==> src/rtl/display_base_converter_seq.sv <==
`default_nettype none
// ============================================================================
// Module      : display_base_converter_seq
// Description : Converts an unsigned value into N_DIGITS active-low
//               seven-segment patterns (decimal via iterative double-dabble,
//               hexadecimal or octal). Supports leading-zero blanking,
//               overflow dashes and a registered display enable, all behind
//               a start/busy/done handshake.
// Revision    : 1.0 - initial release
// ============================================================================
module display_base_converter_seq #(
  parameter int DATA_W   = 8,
  parameter int N_DIGITS = 3
) (
  input  logic                  clk,
  input  logic                  rst_n,
  input  logic [DATA_W-1:0]     value,
  input  logic [1:0]            base_sel,
  input  logic                  lzb_en,
  input  logic                  start,
  input  logic                  show_en,
  output logic                  busy,
  output logic                  done,
  output logic                  ovf,
  output logic [7*N_DIGITS-1:0] segs
);

  // Number of decimal digits needed for the largest DATA_W-bit value.
  function automatic int nb_calc(input int w);
    int v;
    int n;
    v = (1 << w) - 1;
    n = 0;
    while (v > 0) begin
      n = n + 1;
      v = v / 10;
    end
    return n;
  endfunction

  // Active-low gfedcba glyph for one nibble.
  function automatic logic [6:0] glyph(input logic [3:0] d);
    case (d)
      4'h0: glyph = 7'h40;
      4'h1: glyph = 7'h79;
      4'h2: glyph = 7'h24;
      4'h3: glyph = 7'h30;
      4'h4: glyph = 7'h19;
      4'h5: glyph = 7'h12;
      4'h6: glyph = 7'h02;
      4'h7: glyph = 7'h78;
      4'h8: glyph = 7'h00;
      4'h9: glyph = 7'h10;
      4'hA: glyph = 7'h08;
      4'hB: glyph = 7'h03;
      4'hC: glyph = 7'h46;
      4'hD: glyph = 7'h21;
      4'hE: glyph = 7'h06;
      default: glyph = 7'h0E;
    endcase
  endfunction

  localparam int NB    = nb_calc(DATA_W);
  localparam int CNT_W = $clog2(DATA_W + 1);
  localparam int VX_W  = DATA_W + 4 * N_DIGITS;
  localparam int BX_W  = 4 * (NB + N_DIGITS);

  localparam logic [1:0] C_BASE_BLANK = 2'b00;
  localparam logic [1:0] C_BASE_HEX   = 2'b01;
  localparam logic [1:0] C_BASE_OCT   = 2'b10;
  localparam logic [1:0] C_BASE_DEC   = 2'b11;

  localparam logic [6:0] C_SEG_BLANK = 7'h7F;
  localparam logic [6:0] C_SEG_DASH  = 7'h3F;

  typedef enum logic [1:0] {
    S_IDLE      = 2'd0,
    S_DEC_SHIFT = 2'd1,
    S_LATCH     = 2'd2
  } state_t;

  state_t                  state_q, state_d;
  logic [DATA_W-1:0]       val_q, val_d;
  logic [4*NB-1:0]         bcd_q, bcd_d;
  logic [CNT_W-1:0]        cnt_q, cnt_d;
  logic [1:0]              base_q, base_d;
  logic                    lzb_q, lzb_d;
  logic                    done_q, done_d;
  logic                    ovf_q, ovf_d;
  logic [7*N_DIGITS-1:0]   pat_q, pat_d;
  logic                    show_en_q;

  logic [4*NB-1:0]         w_adj;
  logic [VX_W-1:0]         w_val_ext;
  logic [BX_W-1:0]         w_bcd_ext;
  logic [3:0]              w_nib [N_DIGITS];
  logic                    w_ovf;
  logic [7*N_DIGITS-1:0]   w_pat;
  logic                    w_nz;

  // Zero-extend so digit positions beyond the value width read as 0.
  assign w_val_ext = {{(4*N_DIGITS){1'b0}}, val_q};
  assign w_bcd_ext = {{(4*N_DIGITS){1'b0}}, bcd_q};

  // Double-dabble correction: add 3 to every BCD nibble that is 5 or more.
  always_comb begin
    w_adj = bcd_q;
    for (int i = 0; i < NB; i++) begin
      if (bcd_q[4*i +: 4] >= 4'd5) begin
        w_adj[4*i +: 4] = bcd_q[4*i +: 4] + 4'd3;
      end
    end
  end

  // Per-digit nibble extraction and overflow detection for the captured base.
  always_comb begin
    w_ovf = 1'b0;
    for (int i = 0; i < N_DIGITS; i++) begin
      w_nib[i] = 4'h0;
    end
    case (base_q)
      C_BASE_DEC: begin
        for (int i = 0; i < N_DIGITS; i++) begin
          w_nib[i] = w_bcd_ext[4*i +: 4];
        end
        w_ovf = |(w_bcd_ext >> (4 * N_DIGITS));
      end
      C_BASE_HEX: begin
        for (int i = 0; i < N_DIGITS; i++) begin
          w_nib[i] = w_val_ext[4*i +: 4];
        end
        w_ovf = |(w_val_ext >> (4 * N_DIGITS));
      end
      C_BASE_OCT: begin
        for (int i = 0; i < N_DIGITS; i++) begin
          w_nib[i] = {1'b0, w_val_ext[3*i +: 3]};
        end
        w_ovf = |(w_val_ext >> (3 * N_DIGITS));
      end
      default: begin
        w_ovf = 1'b0;
      end
    endcase
  end

  // Glyph selection, scanning from the top digit so w_nz tracks whether any
  // nonzero digit exists at or above the current position.
  always_comb begin
    w_pat = '1;
    w_nz  = 1'b0;
    for (int i = N_DIGITS - 1; i >= 0; i--) begin
      w_nz = w_nz | (|w_nib[i]);
      if (base_q == C_BASE_BLANK) begin
        w_pat[7*i +: 7] = C_SEG_BLANK;
      end else if (w_ovf) begin
        w_pat[7*i +: 7] = C_SEG_DASH;
      end else if (lzb_q && (i != 0) && !w_nz) begin
        w_pat[7*i +: 7] = C_SEG_BLANK;
      end else begin
        w_pat[7*i +: 7] = glyph(w_nib[i]);
      end
    end
  end

  // Next-state logic for the conversion FSM and its datapath.
  always_comb begin
    state_d = state_q;
    val_d   = val_q;
    bcd_d   = bcd_q;
    cnt_d   = cnt_q;
    base_d  = base_q;
    lzb_d   = lzb_q;
    done_d  = 1'b0;
    ovf_d   = ovf_q;
    pat_d   = pat_q;
    case (state_q)
      S_IDLE: begin
        if (start) begin
          val_d  = value;
          base_d = base_sel;
          lzb_d  = lzb_en;
          if (base_sel == C_BASE_DEC) begin
            bcd_d   = '0;
            cnt_d   = CNT_W'(DATA_W);
            state_d = S_DEC_SHIFT;
          end else begin
            state_d = S_LATCH;
          end
        end
      end
      S_DEC_SHIFT: begin
        {bcd_d, val_d} = {w_adj, val_q} << 1;
        cnt_d = cnt_q - 1'b1;
        if (cnt_q == CNT_W'(1)) begin
          state_d = S_LATCH;
        end
      end
      S_LATCH: begin
        pat_d   = w_pat;
        ovf_d   = w_ovf;
        done_d  = 1'b1;
        state_d = S_IDLE;
      end
      default: begin
        state_d = S_IDLE;
      end
    endcase
  end

  // FSM state and datapath registers; reset aborts any conversion.
  always_ff @(posedge clk or negedge rst_n) begin
    if (!rst_n) begin
      state_q <= S_IDLE;
      val_q   <= '0;
      bcd_q   <= '0;
      cnt_q   <= '0;
      base_q  <= C_BASE_BLANK;
      lzb_q   <= 1'b0;
      done_q  <= 1'b0;
      ovf_q   <= 1'b0;
      pat_q   <= '1;
    end else begin
      state_q <= state_d;
      val_q   <= val_d;
      bcd_q   <= bcd_d;
      cnt_q   <= cnt_d;
      base_q  <= base_d;
      lzb_q   <= lzb_d;
      done_q  <= done_d;
      ovf_q   <= ovf_d;
      pat_q   <= pat_d;
    end
  end

  // Display enable is sampled every cycle, independent of the FSM.
  always_ff @(posedge clk or negedge rst_n) begin
    if (!rst_n) begin
      show_en_q <= 1'b0;
    end else begin
      show_en_q <= show_en;
    end
  end

  assign busy = (state_q != S_IDLE);
  assign done = done_q;
  assign ovf  = ovf_q;
  assign segs = show_en_q ? pat_q : '1;

endmodule
`default_nettype wire

==> config.mk <==
export PLATFORM = sky130hd
export DESIGN_NAME = display_base_converter_seq
export DESIGN_NICKNAME = d
export VERILOG_FILES = /design/src/rtl/display_base_converter_seq.sv
export SDC_FILE = /design/constraint.sdc
export NUM_CORES = 1
export LEC_CHECK = 0
export CORE_UTILIZATION = 65
export DETAILED_ROUTE_END_ITERATION = 12
export DONT_BUFFER_PORTS = 1
export GPL_TIMING_DRIVEN = 0
export PLACE_DENSITY = 0.81
export REMOVE_ABC_BUFFERS = 1
export SLEW_MARGIN = 20
export SYNTH_ARGS = -nofsm -noshare
export SYNTH_HDL_FRONTEND = slang
export SYNTH_SLANG_ARGS = --single-unit
==> constraint.sdc <==
create_clock -name clk -period 3.5 [get_ports clk]
set_input_delay 1.05 -clock clk [delete_from_list [all_inputs] [get_ports clk]]
set_output_delay 1.05 -clock clk [all_outputs]
set_load 0.1 [all_outputs]
==> results.md <==
- Run status: finished clean
- WP data arrival: 3290 ps
- Max clock buf depth: 2
- Tcrit/Tclk final: 0.872
- Layout Skew: approximately 8.6 ps
- Die X: approximately 76 um
- Final setup TNS: 0 ps
- HP Class: in -> async
- First-pass GRT wire length: between 10000 and 15000 um
- Gpl congestion: approximately 0.8
- GR Overflow Total: 0
- CTS buffer count: 5
- Max-cap viol count: 0
- 1st-iter DRT viols: approximately 230
- Area grow syn2layout: 4.06%
- Vias in the first global route: approximately 2700
- Die area: 0.00580 mm^2
- Via count of the routed design: around 2700
- Post-synth EDFFs: 0
- Worst slew pin tran: around 1100 ps
- Clk Latency, worst-skew pair: between 300 and 400 ps
- # rows: 26
- Initial antenna violation count: 0
- Main flop type after synthesis: dfrtp_1
- Num ports: 39
- PnR Total Power: between 4 and 5 mW
- Die H: 76.2 um
- Starting Density: 0.687
- Layout Nets: approximately 420
- Port bufs: 0
- Synth cell types: 63
- PwrDens: about 1100 mW/mm^2
- Vias per Instance: 6.12
- Syn_area_per_cell: ~9.2 um^2
- Post-synth ARST share: 1.00
- Core area: around 0.0052 mm^2
- Relative slew slack: 0.284
- Final Critical Period: between 3000 and 4000 ps
- Startpoint types: flip-flop
- Syn. warnings: 0
- WP data required: approximately 3700 ps
- RSZ-0062 raised after global routing: no
- N_diodes: 0
- CP Class: reg -> reg
- Sequential fraction of the synthesis area: 0.371
- Buf/Inv on CP: 1
- Largest net degree at the start of global routing: 53
- Total track usage: 0.276
- Clock Sinks: 52
- Worst path slowest cell: dfrtp_1
- Final hold violations: 0
- # fillers: 398
- Post-route ant nets: 0
- # Post-CTS Setup Buffers: 0
- H-tree level count: 2
- Critical-path cell list: nor2b_1 > a22oi_2 > inv_1 > ha_1 > a211oi_2 > a21boi_0 > a311oi_1
- CP Max Fanout: 28
- Detailed-route wire length per cell: about 16 um
- Slew Viols, Final: 0
- Largest stage delay, worst path: between 1000 and 1500 ps
- Post-CTS Resized: 0
- # hold bufs at CTS: 0
- Hpwl dp: a little over 5000 um
- Synth Register Bits: 52
- CTS tree: yes
- TritonRoute pass-1 iters: 4
- Synth area leader: dfrtp_1
- Synth top area share: 0.217
- Worst ir drop on vdd: about 560 uV
- Final setup vio count: 0
- Leak: 1.53 nW
- CTS root buf: clkbuf_8
- Mapped cell area: around 0.0036 mm^2
- CP Capture Type: flip-flop
- Final wirelength: 7390 um
- Area contributors post-synth: dfrtp_1 (22%), dfstp_2 (15%), ha_1 (8.7%), nand2b_1 (5.1%), o21ai_0 (3.9%)
- Crit-path leading delay family: compound AO/OA/AOI/OAI gates
- Layout cell share with drive strength beyond 1: 0.158
- Cells after Synth: between 300 and 400
- Achievable Freq: roughly 0.33 GHz
- DRC errors left: 0
- CTS clk-pin slew, worst paths: ~100 ps
-- worst paths after layout --
path	endpoint	from	depth (start not counted)	slack (ps)
worst min-delay path	bcd_q[10]$_DFFE_PN0P_	rst_n	0	410
worst max register to register	pat_q[3]$_DFFE_PN1P_	base_q[1]$_DFFE_PN0P_	7	450
worst max-delay path	pat_q[3]$_DFFE_PN1P_	base_q[1]$_DFFE_PN0P_	7	450
worst min register to register	pat_q[13]$_DFFE_PN1P_	pat_q[13]$_DFFE_PN1P_	2	500
min in group clk	pat_q[13]$_DFFE_PN1P_	pat_q[13]$_DFFE_PN1P_	2	500
max in group asynchronous	pat_q[9]$_DFFE_PN1P_	rst_n	0	2900
-- cells in the final DEF (no fill, tap or decap), types with 2 or more instances in the layout --
cell,instances
clkbuf_8,5
nor3b_1,9
a31oi_1,8
xnor2_1,4
a22o_1,3
nor2b_1,3
dfrtp_1,31
nor3_1,4
dfstp_2,21
ha_1,25
and2_1,2
o21a_1,2
xor2_1,2
nand2b_1,29
a32o_1,2
o32a_1,3
o211ai_1,5
a22oi_1,6
a21oi_1,26
o32ai_1,2
o21ai_0,28
nand3b_1,2
bufinv_16,3
mux2_4,3
mux2_2,8
nor2_1,35
inv_1,22
or2_2,2
a21boi_0,2
o22ai_1,6
nand2_1,35
nand3_1,5
a211oi_2,3
mux2i_1,4
-- through the flow --
| stage | cell area [um^2] | utilization | setup slack (ps) | instances | hold WS [ps] |
|---|---|---|---|---|---|
| floorplan | 3460 | - | 1010 | 370 | 478 |
| global placement | 3550 | 0.682 | 293 | 440 | 489 |
| detailed placement | 3560 | 0.684 | 533 | 441 | 489 |
| CTS | 3720 | 0.715 | 515 | 449 | 407 |
| global route | 3720 | 0.715 | 176 | 449 | 396 |
| finish | 3720 | 0.715 | 447 | 449 | 413 |
-- synth_stat cells, drive strengths merged, types with 11 or more instances --
cell type,number
nand2,36
nor2,36
dfrtp,31
o21ai,30
nand2b,29
a21oi,26
ha,25
inv,22
dfstp,21
clkbuf,12
mux2,11
-- cell type report --
cell class | count | area, um^2 | share of cell area
inverters | 22 | 82.6 | 0.0222
repair buffers | 1 | 11.3 | 0.00303
clock inverters | 3 | 90.1 | 0.0242
multi-input cells | 296 | 2050 | 0.552
flip-flops and latches | 52 | 1330 | 0.357
clock buffers | 5 | 68.8 | 0.0185
well taps | 70 | 87.6 | 0.0235
-- report_power, final --
part           switching (mW)  internal [mW]  leakage (nW)  total (mW)
Sequential              0.423          0.941         0.620        1.36
Combinational            1.44          0.760         0.832        2.20
Clock                   0.217          0.358        0.0784       0.574
Total                    2.08           2.06          1.53        4.14
-- metal layers --
layer	vias to the layer above	global-route usage	routed length [um]
met5	-	0	0
li1	1354	-	-
met3	7	0.0491	282
met4	0	0.0750	67
met1	1324	0.362	3440
met2	61	0.473	3610
-- sequential cells by signal, summed over array words and instances (netlist names) --
name,count
pat_q,21
bcd_q,12
val_q,8
cnt_q,4
base_q,2
state_q,2
done,1
lzb_q,1
show_en_q,1
-- worst register-to-register path: stages, from the launching register on --
cell and delay (ps):
dfrtp_1 1060, nor2b_1 400, a22oi_2 460, inv_1 160, ha_1 270, a211oi_2 280
a21boi_0 260, a311oi_1 80
-- logic make-up (layout without fill, tap and decap cells) --
group           Yosys count  after routing  share of synthesized area
compound gates          115            115                      0.232
buf+inv                  42             31                     0.0553
flops                    52             52                      0.371
xor+xnor                  6              6                     0.0147
fa+ha+maj                25             25                     0.0875
simple gates            134            134                      0.190
mux                      15             15                     0.0490
other cells               1              1                    0.00105
(Power assumes the default switching activity.)
